**config.mk**
```make
export PLATFORM = sky130hd
export DESIGN_NAME = mac_column_engine
export DESIGN_NICKNAME = d
export VERILOG_FILES = /design/src/rtl/mac_column_engine.sv
export SDC_FILE = /design/constraint.sdc
export NUM_CORES = 1
export LEC_CHECK = 0
export BUFFER_PORTS_ARGS = -buffer_cell sky130_fd_sc_hd__buf_2
export CAP_MARGIN = 0
export CORE_AREA = 2 2 219 221
export CTS_BUF_LIST = sky130_fd_sc_hd__clkbuf_16
export DETAILED_ROUTE_END_ITERATION = 10
export DIE_AREA = 0 0 221 223
export MAX_ROUTING_LAYER = met4
export PLACE_DENSITY_LB_ADDON = 0.3
export REMOVE_ABC_BUFFERS = 1
export SLEW_MARGIN = 20
export SYNTH_ARGS = -nofsm -noshare
export SYNTH_HDL_FRONTEND = slang
export SYNTH_SLANG_ARGS = --single-unit
```
**constraint.sdc**
```tcl
create_clock -name clk -period 9.5 [get_ports clk]
set_input_delay 0.95 -clock clk [delete_from_list [all_inputs] [get_ports clk]]
set_output_delay 0.95 -clock clk [all_outputs]
set_load 0.005 [all_outputs]
```
**src/rtl/mac_column_engine.sv**
```systemverilog
// Column multiply-accumulate engine: four row accumulators fed from the X operand buffer,
// one coefficient per cycle, eight products per column, results handed off by valid/ready.
//
// state     | meaning
// S_IDLE    | waiting for start; outputs quiet
// S_COMPUTE | accepting coefficients, rotating the X buffer, accumulating 8 products
// S_OUT     | column results presented until the consumer accepts them
module mac_column_engine #(
    parameter int N_COLS = 4,
    parameter int K_LEN  = 8,
    parameter int ACC_W  = 19
) (
    input  logic             clk,
    input  logic             rst,
    input  logic             start,
    input  logic [7:0]       x_in1,
    input  logic [7:0]       x_in2,
    input  logic [7:0]       x_in3,
    input  logic [7:0]       x_in4,
    input  logic [7:0]       coef,
    input  logic             coef_valid,
    output logic             coef_ready,
    output logic             x_shift,
    output logic [ACC_W-1:0] result1,
    output logic [ACC_W-1:0] result2,
    output logic [ACC_W-1:0] result3,
    output logic [ACC_W-1:0] result4,
    output logic [3:0]       result_col,
    output logic             result_valid,
    input  logic             result_ready,
    output logic             done
);

    typedef enum logic [1:0] {S_IDLE, S_COMPUTE, S_OUT} state_t;

    localparam logic [3:0] LAST_COL = 4'(N_COLS - 1);
    localparam logic [2:0] LAST_K   = 3'(K_LEN - 1);

    state_t           state, state_nx;
    logic [3:0]       col;
    logic [2:0]       k;
    logic [ACC_W-1:0] acc   [4];
    logic [7:0]       x_row [4];
    logic [15:0]      prod  [4];
    logic             hs;
    logic             out_hs;
    logic             done_r;

    assign x_row[0] = x_in1;
    assign x_row[1] = x_in2;
    assign x_row[2] = x_in3;
    assign x_row[3] = x_in4;

    for (genvar r = 0; r < 4; r++) begin : g_prod
        assign prod[r] = {8'd0, x_row[r]} * {8'd0, coef};
    end

    assign hs      = coef_valid & coef_ready;
    assign out_hs  = result_valid & result_ready;
    assign x_shift = hs;

    always_ff @(posedge clk) begin
        if (!rst) state <= S_IDLE;
        else      state <= state_nx;
    end

    always_comb begin
        state_nx = state;
        case (state)
            S_IDLE:    if (start) state_nx = S_COMPUTE;
            S_COMPUTE: if (hs && k == LAST_K) state_nx = S_OUT;
            S_OUT:     if (out_hs) state_nx = (col == LAST_COL) ? S_IDLE : S_COMPUTE;
            default:   state_nx = S_IDLE;
        endcase
    end

    always_comb begin
        coef_ready   = 1'b0;
        result_valid = 1'b0;
        case (state)
            S_COMPUTE: coef_ready   = 1'b1;
            S_OUT:     result_valid = 1'b1;
            default:   ;
        endcase
    end

    // k==0 overwrites rather than adds, which is what clears the previous column.
    always_ff @(posedge clk) begin
        if (!rst) begin
            col    <= '0;
            k      <= '0;
            done_r <= 1'b0;
            for (int r = 0; r < 4; r++) acc[r] <= '0;
        end else begin
            done_r <= out_hs && (col == LAST_COL);
            if (state == S_IDLE && start) begin
                col <= '0;
                k   <= '0;
            end
            if (hs) begin
                k <= (k == LAST_K) ? 3'd0 : k + 3'd1;
                for (int r = 0; r < 4; r++)
                    acc[r] <= ((k == 3'd0) ? '0 : acc[r]) + {3'd0, prod[r]};
            end
            if (out_hs)
                col <= (col == LAST_COL) ? 4'd0 : col + 4'd1;
        end
    end

    assign result1    = acc[0];
    assign result2    = acc[1];
    assign result3    = acc[2];
    assign result4    = acc[3];
    assign result_col = col;
    assign done       = done_r;

endmodule
```
==> results by group <==
Outcome
  • Status: complete, no violations

Cells and area
  • # fillers: 4990
  • Area of the multi-input gates: 10500 sq um
  • Post-Layout Cell Count: 2327
  • Register area: 2480 sq um
  • Area Overhead vs Synth: 10.9%
  • Final instance area: 16000 sq um
  • Finished Core Util: 0.340
  • Layout cells sized above 1: 0.101
  • Final #Nets: 2119

Clock network
  • Max Buffers Root-to-Sink: 2
  • Clk root buf: clkbuf_16
  • Resized cells post-CTS: 0
  • CTS sink cnt: 86
  • Clk Latency, worst-skew pair: 390 ps
  • CTS H-Tree Depth: 3
  • TritonCTS Buffers: 9
  • Clock transition at path regs: 80 ps
  • Post-CTS setup buffers: 0
  • CTS tree: yes
  • Hold Buf Count CTS: 0

Drt
  • Starting DRT DRC Count: 581
  • M1 WL: 17700 um
  • Max Used Layer: met4
  • Via count: 11100
  • Routed Antenna Nets: 0
  • Drt wl/cell: 16.4 um
  • Routed WL: 38100 um
  • Met3 WL post-DR: 1930 um
  • DRC: 0
  • DRT Pass-1 Iters: 5
  • Met2 routed WL: 18100 um
  • Via/cell ratio: 4.77

Setup path
  • Worst r2r src: k[0]
  • Worst setup EP type: register
  • CP required: 9630 ps
  • Critical Path AT: 5950 ps
  • Worst Path Class, Setup: register to register
  • Slack of the worst reg-to-reg path: 3680 ps
  • Reg2Reg Depth: 19
  • Endpoint of the worst register-to-register path: acc[1][16]
  • Startpoint types: register
  • Max Fanout on Critical Path: 53

STA
  • WHS: 538 ps
  • Pins over their slew limit: 0
  • Final setup fails: 0
  • Setup ws final: 3680 ps
  • FMAX: 172 MHz
  • Final worst-path cycle share: 0.613
  • Crit path time final: 5820 ps
  • Unrepaired setup endpoints after global routing: no
  • Setup TNS: 0 ps
  • Slew Limit Headroom: 0.455
  • Final hold violations: 0
  • Worst slew pin tran: 817 ps
  • Clock skew: 13.5 ps

Placement
  • Final HPWL from detailed placement: 29000 um
  • RD Place Congestion: 0.816
  • Port buffer count: 128
  • Place WS: 3620 ps
  • Placed cell count: 2310
  • Placed Area: 15700 sq um

Yosys
  • Leading cell type by number of instances after synthesis: inv_1
  • Post-Synthesis Cells: 1610
  • Post-synthesis cell type count: 66
  • Avg Inst Size Synth: 8.97 sq um
  • Area leader, netlist: fa_1
  • Yosys warnings: 0
  • Top_reg_cell synth: edfxtp_1
  • Synth top area share: 0.277
  • Register area share after synthesis: 0.172
  • Post-synth top cells: inv_1 (355), fa_1 (200), and2_1 (191)
  • Number of synthesized flops with an enable pin: 76
  • Synth async-reset ratio: 0
  • Cell Area, Synth: 14400 sq um
  • Main area contributors after synthesis: fa_1 (28%), edfxtp_1 (16%), ha_1 (15%)
  • Register bit total from synthesis: 86

Worst hold path
  • Worst Hold End: result_col[3]
  • HP Class: register to register
  • Hold_sp: result_col[3]
  • Worst hold path cell count: 1

Die
  • I/O Pins: 129
  • CORE AREA: 47100 sq um
  • Die width: 221 um
  • Die ar.: 49300 sq um
  • Die height: 223 um
  • Cell Rows: 80
  • Initial core utilization: 0.306

Power and ir drop
  • Leak: 8.27 nW
  • Tot Pwr: 2.51 mW
  • Worst VDD drop: 0.000103 V
  • Power density over the cells: 157 nW/um^2

Global route
  • Initial antenna violation count: 1
  • GR Overflow Total: 0
  • Largest net degree at the start of global routing: 54
  • Vias in the first global route: 11700
  • GRT Overall Usage: 0.165
  • First-pass GRT wire length: 62600 um

Job
  • Max Cap Violations: 0
## worst max path at each step
| stage | cells after the start | start | endpoint |
|---|---|---|---|
| after CTS | 19 | k[0] | acc[1][16] |
| final | 19 | k[0] | acc[1][16] |
| after detailed placement | 19 | k[0] | acc[1][18] |
| after global routing | 19 | k[0] | acc[2][16] |
| after floorplan | 18 | k[0] | acc[1][16] |
| after global placement | 19 | k[0] | acc[1][16] |
## power breakdown
part	leakage, nW	total, mW	switching, mW	internal (mW)
Combinational	7.25	1.64	0.958	0.682
Sequential	0.879	0.475	0.0254	0.449
Clock	0.143	0.400	0.194	0.206
## kinds of logic (layout without fill, tap and decap cells)
logic type,after synthesis,after routing,share of synthesized area
other,0,1,0
AOI/OAI and AO/OA,170,170,0.0827
DFF,86,86,0.172
adders and majority gates,368,368,0.423
buffers and inverters,403,504,0.105
xor gates and xnor gates,26,26,0.0158
muxes,5,5,0.00346
and+or+nand+nor,552,552,0.198
## registers in the layout (all words and copies together) (netlist names)
name        flops
state           2
result_col      4
acc            76
done            1
k               3
## worst max-delay path: stages (launching register included)
cell	delay, ps
dfxtp_1	380
inv_1	60
ha_1	200
nand2b_2	390
buf_4	660
nand2_1	190
fa_1	560
inv_1	50
fa_1	500
inv_1	60
fa_1	480
fa_1	490
inv_1	50
ha_1	310
and2_1	180
a221o_1	370
o21a_1	220
o211ai_2	150
nand3_1	80
nor3b_2	150
## cell usage in the layout, fill, tap and decap left out, drive strengths merged, types with 17 or more instances in the layout
master,Yosys,layout
edfxtp,76,76
fa,200,200
a21o,17,17
nor3,18,18
buf,12,133
nand2,183,183
inv,355,357
and2,192,192
and3,24,24
nor2,65,65
a21oi,46,46
ha,168,168
o21ai,33,33
## final cells by class
type / instances / share of cell area
Clock inverter: 7 / 0.00469
Sequential cell: 86 / 0.155
Antenna cell: 1 / 0.000156
Inverter: 355 / 0.0832
Timing Repair Buffer: 133 / 0.0423
Tap cell: 615 / 0.0480
Multi-Input combinational cell: 1121 / 0.653
Clock buffer: 9 / 0.0141
## per-layer routing
metal / vias to the layer above / track usage
met5: - / -
met4: 0 / 0.0271
met3: 26 / 0.0353
met2: 241 / 0.267
met1: 5579 / 0.216
li1: 5249 / -
(Power assumes the default switching activity.)
